===== src/rtl/adc_avg_decimator.sv =====
// ---------------------------------------------------------------------------
// adc_avg_decimator
//   Boxcar average + decimate of one raw ADC AXIS stream by 2^k. Each
//   completed window produces one averaged sample as a 1-cycle m_axis_tvalid
//   pulse, 1 clk after the window's last sample. There is no backpressure.
//
// Build option:
//   ADC_AVG_ROUND_EN  defined -> round half up: (sum + 2^(k-1)) >>> k
//                     undefined -> truncate toward -inf: sum >>> k
//
// Ports:
//   i_clk          clock (s_axis and m_axis share it)
//   i_rst          synchronous reset, active-high
//   i_en           1 = run, 0 = idle (partial window discarded)
//   i_clr          synchronous window restart
//   i_log2_avg     window exponent k, latched at each window start, clamped
//   s_axis_tdata   raw signed ADC sample
//   s_axis_tvalid  sample strobe
//   m_axis_tdata   averaged sample, held between pulses
//   m_axis_tvalid  1-cycle strobe per completed window
//   o_win_cnt      samples accumulated in the current window
// ---------------------------------------------------------------------------
module adc_avg_decimator #(
  parameter int unsigned DATA_WIDTH   = 32,
  parameter int unsigned LOG2_AVG_MAX = 4
) (
  input  logic                    i_clk,
  input  logic                    i_rst,
  input  logic                    i_en,
  input  logic                    i_clr,
  input  logic [2:0]              i_log2_avg,
  input  logic [DATA_WIDTH-1:0]   s_axis_tdata,
  input  logic                    s_axis_tvalid,
  output logic [DATA_WIDTH-1:0]   m_axis_tdata,
  output logic                    m_axis_tvalid,
  output logic [LOG2_AVG_MAX-1:0] o_win_cnt
);

  // Accumulator holds 2^LOG2_AVG_MAX full-scale samples without wrapping.
  localparam int unsigned ACC_WIDTH = DATA_WIDTH + LOG2_AVG_MAX;
  localparam int unsigned K_WIDTH   = $clog2(LOG2_AVG_MAX + 1);

  typedef enum logic [0:0] {
    ST_IDLE  = 1'b0,
    ST_ACCUM = 1'b1
  } state_t;

  state_t                        r_state;
  state_t                        w_state_nxt;
  logic signed [ACC_WIDTH-1:0]   r_acc;
  logic signed [ACC_WIDTH-1:0]   w_acc_nxt;
  logic [LOG2_AVG_MAX-1:0]       r_cnt;
  logic [LOG2_AVG_MAX-1:0]       w_cnt_nxt;
  logic [K_WIDTH-1:0]            r_k_lat;
  logic [DATA_WIDTH-1:0]         r_tdata;
  logic                          r_tvalid;

  logic [K_WIDTH-1:0]            w_k_in;
  logic [K_WIDTH-1:0]            w_k;
  logic                          w_k_load;
  logic [LOG2_AVG_MAX-1:0]       w_cnt_max;
  logic signed [ACC_WIDTH-1:0]   w_sample_ext;
  logic signed [ACC_WIDTH-1:0]   w_sum;
  logic signed [ACC_WIDTH-1:0]   w_rnd;
  logic [DATA_WIDTH-1:0]         w_avg;
  logic                          w_fire;

  // Clamp the requested exponent to the supported range.
  always_comb begin
    if (i_log2_avg > 3'(LOG2_AVG_MAX)) begin
      w_k_in = K_WIDTH'(LOG2_AVG_MAX);
    end else begin
      w_k_in = K_WIDTH'(i_log2_avg);
    end
  end

  // The first sample of a window uses the live exponent; later ones the latched copy.
  assign w_k          = (r_cnt == '0) ? w_k_in : r_k_lat;
  assign w_cnt_max    = LOG2_AVG_MAX'((ACC_WIDTH'(1) << w_k) - ACC_WIDTH'(1));
  assign w_sample_ext = ACC_WIDTH'($signed(s_axis_tdata));
  assign w_sum        = r_acc + w_sample_ext;

`ifdef ADC_AVG_ROUND_EN
  logic signed [ACC_WIDTH-1:0] w_bias;
  assign w_bias = (w_k == '0) ? '0 : (ACC_WIDTH'(1) << (w_k - K_WIDTH'(1)));
  assign w_rnd  = w_sum + w_bias;
`else
  assign w_rnd  = w_sum;
`endif

  assign w_avg = DATA_WIDTH'(w_rnd >>> w_k);

  // Next-state and window bookkeeping. Priority: i_en=0 > i_clr > sample.
  always_comb begin
    w_state_nxt = r_state;
    w_acc_nxt   = r_acc;
    w_cnt_nxt   = r_cnt;
    w_fire      = 1'b0;
    w_k_load    = 1'b0;

    case (r_state)
      ST_IDLE:  if (i_en)  w_state_nxt = ST_ACCUM;
      ST_ACCUM: if (!i_en) w_state_nxt = ST_IDLE;
      default:             w_state_nxt = ST_IDLE;
    endcase

    if (!i_en || i_clr) begin
      w_acc_nxt = '0;
      w_cnt_nxt = '0;
    end else if (s_axis_tvalid) begin
      w_k_load = (r_cnt == '0);
      if (r_cnt == w_cnt_max) begin
        // Window complete: emit and restart so the next sample opens a new window.
        w_fire    = 1'b1;
        w_acc_nxt = '0;
        w_cnt_nxt = '0;
      end else begin
        w_acc_nxt = w_sum;
        w_cnt_nxt = r_cnt + LOG2_AVG_MAX'(1);
      end
    end
  end

  // State and datapath registers.
  always_ff @(posedge i_clk) begin
    if (i_rst) begin
      r_state  <= ST_IDLE;
      r_acc    <= '0;
      r_cnt    <= '0;
      r_k_lat  <= '0;
      r_tdata  <= '0;
      r_tvalid <= 1'b0;
    end else begin
      r_state  <= w_state_nxt;
      r_acc    <= w_acc_nxt;
      r_cnt    <= w_cnt_nxt;
      r_tvalid <= w_fire;
      if (w_k_load) r_k_lat <= w_k;
      if (w_fire)   r_tdata <= w_avg;
    end
  end

  assign m_axis_tdata  = r_tdata;
  assign m_axis_tvalid = r_tvalid;
  assign o_win_cnt     = r_cnt;

endmodule


===== config.mk =====
export PLATFORM = sky130hd
export DESIGN_NAME = adc_avg_decimator
export DESIGN_NICKNAME = d
export VERILOG_FILES = /design/src/rtl/adc_avg_decimator.sv
export SDC_FILE = /design/constraint.sdc
export NUM_CORES = 1
export LEC_CHECK = 0
export CORE_MARGIN = 5
export CORE_UTILIZATION = 42
export CTS_BUF_LIST = sky130_fd_sc_hd__clkbuf_8
export DETAILED_ROUTE_END_ITERATION = 6
export SETUP_SLACK_MARGIN = 0.5
export SYNTH_ARGS = -nofsm -noshare
export SYNTH_HDL_FRONTEND = slang
export SYNTH_SLANG_ARGS = --single-unit

===== constraint.sdc =====
create_clock -name i_clk -period 5.3 [get_ports i_clk]
set_input_delay 1.06 -clock i_clk [delete_from_list [all_inputs] [get_ports i_clk]]
set_output_delay 1.06 -clock i_clk [all_outputs]
set_load 0.01 [all_outputs]

==> impl_metrics.toml, run 1 <==
[critical_path]
worstReg2RegEnd = "m_axis_tdata[29]$_SDFFE_PP0P_"
critPathLaunchType = "input pin"
worstPathArrival_ns = 4.87
worstSetupPathDepth = 16
crit_type = "in -> reg"
cpPeakStageDelay_ns = 0.57
worstReg2RegStart = "o_win_cnt[0]$_SDFFE_PP0P_"
endpoint = "m_axis_tdata[29]$_SDFFE_PP0P_"
critPathLaunch = "i_log2_avg[2]"
crit_required_ns = 5.62
crit_chain = "clkdlybuf4s50_1 > nor2b_1 > mux2_2 > nand2_1 > nor2_1 > inv_1 > ha_1 > xnor2_1 > o21ai_0 > mux2i_4 > nand3_4 > nor3_4 > buf_4 > a21o_1 > o221ai_1 > a21oi_1"
rr_worst_depth = 17
crit_fanout = 19
endpoint_kind = "flip-flop"
critPathTopFamily = "simple AND/OR/NAND/NOR gates"
critPathBufInv = 3
r2r_setup_slack_ns = 0.84
slowest_stage = "nor3_4"

[clock_network]
cts.sinks = 76
hold_buffers = 0
cts_tree = "yes"
clk_pin_slew_ns = 0.09
clockRootBuffer = "clkbuf_8"
h-tree-depth = 3
cts_inserted_buffers = 9
insertion_delay_ns = 0.39
cts_buffer_depth = 2
cts_setup_buffers = 0
cts-resized-gates = 0

[die]
die_area_mm2 = 0.0178
die_h_um = 134
core_region_area_mm2 = 0.0151
initial_core_util_pct = 42.5
die_x_um = 134
rows = 45
io_pins = 77

[routing]
ant_nets = 0
firstDrtPassIters = 5
wl_per_cell_um = 20.4
viasPerCell = 6.27
dr.first_iter.drc_count = 707
drc = 0
route.vias.total = 6687
finalWirelength_um = 21800

[synth]
syn_nets = 902
ys_warn_count = 0
ys_ff_latch = 76
syn_area_mm2 = 0.00641
async_flop_share_pct = 0
synth_seq_area_share_pct = 23.7
synth_edf_count = 0
synth_cells = 823
synth_top_area_share_pct = 23.7
synthFlopType = "dfxtp_1"
ys_types = 89
yosys.area.top_type = "dfxtp_1"
syn_avg_cell_area_um2 = 7.79
synthTopCellsByArea = "dfxtp_1 24%, ha_1 7.4%, a21oi_1 7.1%"

[sta]
setup_viol = 0
tns_ns = 0
finalHoldViolCount = 0
rsz0062_at_grt = "no"
tightest_slew_ns = 0.802
slew-limit-headroom_pct = 45.8
finalMaxSlewViolations = 0
finClkSkew_ns = 0.0156
fin_crit_sh_pct = 85.8
fmax_mhz = 220
min_period_ns = 4.55

[run_status]
outcome = "finished clean"

[place]
dp_hpwl_um = 16600
placed_area_mm2 = 0.00734
port_buffers = 76
placed_cells_incl_taps = 1052
gp_congestion = 0.890

[pwr]
p_leak_nw = 2.90
peakVddDrop_mv = 0.102
p_per_area_mw_per_mm2 = 205

[global_route]
grt_max_degree = 41
grt-ovfl-total = 0
grt_pass1_vias = 6333
grt_pass1_wl_um = 34600
antenna_found_initial = 0
track_usage_pct = 24.0

[layout]
final_layout_size_suffix_gt1_share_pct = 8.53
final_cell_mix = "91 x a21oi_1, 90 x nor2_1, 88 x nand2_1, 76 x clkdlybuf4s50_1, 76 x dfxtp_1"
area_delta_synth_final_pct = 18.2
layout_commonest_cell = "a21oi_1"
finalNetCount = 954
final_area_mm2 = 0.00757
antenna_cells = 0
final_cells = 1067
fillers = 1476

[job]
maxCapViolCount = 0

[hold_path]
hold_class = "reg -> reg"
flip-flops by register name, indices dropped and copies added, names as in the netlist:
| name | flops |
|---|---|
| r_acc | 36 |
| m_axis_tdata | 32 |
| o_win_cnt | 4 |
| r_k_lat | 3 |
| m_axis_tvalid | 1 |
synth_stat cells, types with 16 or more instances:
| cell | number |
|---|---|
| a22oi_1 | 23 |
| a211oi_1 | 19 |
| clkbuf_1 | 36 |
| o21ai_0 | 31 |
| a21o_1 | 16 |
| mux2i_1 | 28 |
| nand3_1 | 27 |
| nand2_1 | 88 |
| a21oi_1 | 91 |
| nor2_1 | 90 |
| dfxtp_1 | 76 |
| xnor2_1 | 25 |
| ha_1 | 38 |
per-stage QoR:
stage	total power [mW]	setup slack, ns	hold WS, ns	util (%)
finish	1.55	0.753	0.458	50.2
global route	1.61	0.540	0.494	50.2
CTS	1.55	0.676	0.460	50.1
detailed placement	1.01	0.412	0.450	48.7
global placement	1.01	0.605	0.446	48.7
floorplan	0.879	1.29	0.445	-
layout make-up:
class / instances / area (µm²) / area share (%)
Multi-Input combinational cell: 679 / 4640 / 61.3
Sequential cell: 76 / 1520 / 20.1
Timing Repair Buffer: 93 / 888 / 11.7
Tap cell: 188 / 235 / 3.11
Clock buffer: 11 / 151 / 2.00
Clock inverter: 4 / 72.6 / 0.958
Inverter: 16 / 60.1 / 0.793
how the worst min path moves through the flow:
| stage | depth (start not counted) | from | endpoint |
|---|---|---|---|
| 3_3_place_gp | 2 | m_axis_tdata[13]$_SDFFE_PP0P_ | m_axis_tdata[13]$_SDFFE_PP0P_ |
| 4_1_cts | 2 | m_axis_tdata[0]$_SDFFE_PP0P_ | m_axis_tdata[0]$_SDFFE_PP0P_ |
| 2_1_floorplan | 2 | r_acc[0]$_SDFFE_PP0P_ | r_acc[0]$_SDFFE_PP0P_ |
| 3_5_place_dp | 2 | m_axis_tdata[0]$_SDFFE_PP0P_ | m_axis_tdata[0]$_SDFFE_PP0P_ |
| 6_report | 2 | m_axis_tdata[0]$_SDFFE_PP0P_ | m_axis_tdata[0]$_SDFFE_PP0P_ |
| 5_1_grt | 2 | m_axis_tdata[0]$_SDFFE_PP0P_ | m_axis_tdata[0]$_SDFFE_PP0P_ |
per-layer routing:
| layer | global-route usage (%) | vias to the layer above | wire [µm] |
|---|---|---|---|
| li1 | - | 3188 | - |
| met4 | 7.94 | 0 | 456 |
| met5 | 0 | - | 0 |
| met1 | 35.1 | 3193 | 10500 |
| met3 | 4.49 | 33 | 1420 |
| met2 | 35.6 | 273 | 9380 |
logic make-up after synthesis:
family,count (synthesis),share of synthesized area [%]
buf+inv,68,4.30
mux,43,8.16
simple gates,269,19.7
fa+ha+maj,39,7.73
xor+xnor,35,4.90
flops,76,23.7
compound gates,293,31.5
where the power goes:
group	total (mW)	leakage (nW)	internal (mW)	switching [mW]
logic	0.427	2.18	0.163	0.264
clock network	0.542	0.111	0.288	0.254
registers	0.584	0.614	0.578	0.00615
worst min-delay path, delay by kind of cell, from the launching register on:
kind / cells / cell delay (ns)
DFF: 1 / 0.32
AOI/OAI and AO/OA: 1 / 0.05
and+or+nand+nor: 1 / 0.05
(Power assumes the default switching activity.)
==> run 2, diff against run 1 <==
--- a/config.mk
+++ b/config.mk
@@ -9,6 +9,7 @@
 export CORE_UTILIZATION = 42
 export CTS_BUF_LIST = sky130_fd_sc_hd__clkbuf_8
 export DETAILED_ROUTE_END_ITERATION = 6
+export PLACE_DENSITY = 0.7
 export SETUP_SLACK_MARGIN = 0.5
 export SYNTH_ARGS = -nofsm -noshare
 export SYNTH_HDL_FRONTEND = slang
==> run 2 against run 1 <==
  * Highest routed layer unchanged
  * Sequential share of layout area is 0.087 points higher
  * Cell count about the same
  * Power is 6.7% lower
  * Fmax is 2.0% higher
  * Critical endpoint is now m_axis_tdata[23]$_SDFFE_PP0P_
  * Largest power group unchanged
  * First-iteration DRC count down 20%
  * Core utilization shrank 0.22 points
  * Design area down 0.43%
==> impl_metrics.toml, run 2 (synthesis gave the netlist of run 1 again) <==
[run_status]
outcome = "finished clean"

[routing]
ant_nets = 0
drc = 0
dr.first_iter.drc_count = 563
wl_per_cell_um = 18.8
viasPerCell = 6.15
finalWirelength_um = 20100
firstDrtPassIters = 6
route.vias.total = 6566

[sta]
slew-limit-headroom_pct = 37.2
fin_ws_ns = 0.842
min_period_ns = 4.46
setup_viol = 0
finClkSkew_ns = 0.0203
finalMaxSlewViolations = 0
tns_ns = 0
tightest_slew_ns = 0.930
fin_crit_sh_pct = 84.1
rsz0062_at_grt = "no"
finalHoldViolCount = 0
fmax_mhz = 224

[layout]
fillers = 1487
final_layout_size_suffix_gt1_share_pct = 8.75
final_cells = 1068
layout_commonest_cell = "a21oi_1"
largest_register_ffs = 36
finalNetCount = 954
antenna_cells = 0
multi_input_area_mm2 = 0.00465
area.sequential_mm2 = 0.00152
area_delta_synth_final_pct = 17.7
fin_util_pct = 50.0
final_cell_mix = "91 x a21oi_1, 90 x nor2_1, 88 x nand2_1, 76 x clkdlybuf4s50_1, 76 x dfxtp_1"
regMostFlops = "r_acc"

[critical_path]
crit_type = "in -> reg"
crit_chain = "clkdlybuf4s50_1 > nor2b_1 > mux2_2 > nand2_1 > nor2_1 > inv_1 > ha_1 > xnor2_1 > o21ai_0 > mux2i_4 > nand3_4 > nor3_4 > buf_4 > a21oi_1 > a221oi_2"
r2r_setup_slack_ns = 0.99
critPathLaunchType = "input pin"
worstReg2RegEnd = "m_axis_tdata[23]$_SDFFE_PP0P_"
slowest_stage = "nor3_4"
worstReg2RegStart = "o_win_cnt[0]$_SDFFE_PP0P_"
endpoint = "m_axis_tdata[23]$_SDFFE_PP0P_"
critPathLaunch = "i_log2_avg[2]"
cpPeakStageDelay_ns = 0.58
rr_worst_depth = 16
worstPathArrival_ns = 4.76
crit_required_ns = 5.60
endpoint_kind = "flip-flop"
crit_fanout = 19

[pwr]
p_sw_mw = 0.521
p_leak_nw = 2.88
internal-power_mw = 0.928
power_mw = 1.45
peakVddDrop_mv = 0.115
p_clk_share_pct = 30.8
seqPwrFrac_pct = 40.3
p_per_area_mw_per_mm2 = 192
p_comb_share_pct = 28.9
switching_share_pct = 36.0

[global_route]
grt_pass1_vias = 6111
grt_pass1_wl_um = 32000
antenna_found_initial = 0
track_usage_pct = 22.0
grt-ovfl-total = 0
grt_max_degree = 41

[clock_network]
h-tree-depth = 3
clk_pin_slew_ns = 0.09
insertion_delay_ns = 0.38
cts_buffer_depth = 2
cts-resized-gates = 0
cts_tree = "yes"
cts_inserted_buffers = 9
hold_buffers = 0
cts_setup_buffers = 0
cts.sinks = 76
clockRootBuffer = "clkbuf_8"

[job]
maxCapViolCount = 0

[die]
die_x_um = 134
rows = 45
initial_core_util_pct = 42.5
die_area_mm2 = 0.0178
die_h_um = 134
io_pins = 77
core_region_area_mm2 = 0.0151

[place]
dp_hpwl_um = 15100
gp_congestion = 0.941
port_buffers = 76
pre_cts_ws_ns = 0.457
placed_cells_incl_taps = 1052

[hold_path]
hold_class = "reg -> reg"
[run 2: worst min-delay path by stage]
stage	slack, ns	depth (start not counted)	startpoint	end
global placement	0.44	2	m_axis_tdata[0]$_SDFFE_PP0P_	m_axis_tdata[0]$_SDFFE_PP0P_
global route	0.49	2	r_acc[6]$_SDFFE_PP0P_	r_acc[6]$_SDFFE_PP0P_
detailed placement	0.45	2	m_axis_tdata[0]$_SDFFE_PP0P_	m_axis_tdata[0]$_SDFFE_PP0P_
finish	0.46	2	m_axis_tdata[0]$_SDFFE_PP0P_	m_axis_tdata[0]$_SDFFE_PP0P_
floorplan	0.44	2	r_acc[0]$_SDFFE_PP0P_	r_acc[0]$_SDFFE_PP0P_
CTS	0.46	2	m_axis_tdata[0]$_SDFFE_PP0P_	m_axis_tdata[0]$_SDFFE_PP0P_
[run 2: final cells by class]
cell class,count,share of cell area (%)
Clock buffer,10,1.83
Clock inverter,6,0.631
Inverter,16,0.797
Multi-Input combinational cell,679,61.7
Sequential cell,76,20.2
Tap cell,188,3.12
Timing Repair Buffer,93,11.8
[run 2: power groups by stage]
stage	clock network [mW]	logic, mW	registers (mW)
finish	0.446	0.418	0.584
global route	0.473	0.453	0.585
CTS	0.448	0.410	0.584
detailed placement	0	0.408	0.597
global placement	0	0.405	0.597
floorplan	0	0.282	0.597
[run 2: per-layer routing]
layer  share of wire [%]  track usage, %  vias up
met1                  48            31.4     3107
met5                   0               0        -
li1                    -               -     3191
met2                  44            33.7      233
met3                 6.0            3.63       35
met4                 2.4            7.60        0
[run 2: per-stage QoR]
stage | area (µm²) | hold slack, ns
after CTS | 7530 | 0.461
after global placement | 7350 | 0.444
after floorplan | 6410 | 0.445
final | 7540 | 0.459
after global routing | 7540 | 0.493
after detailed placement | 7350 | 0.449
[run 2: critical path, delay by kind of cell]
family	cells	cell delay [ns]
multiplexers	2	0.50
buffers and inverters	3	0.84
AND/OR/NAND/NOR	5	1.45
XOR/XNOR	1	0.27
adder cells (fa/ha/maj)	1	0.18
AO/OA/AOI/OAI	3	0.44
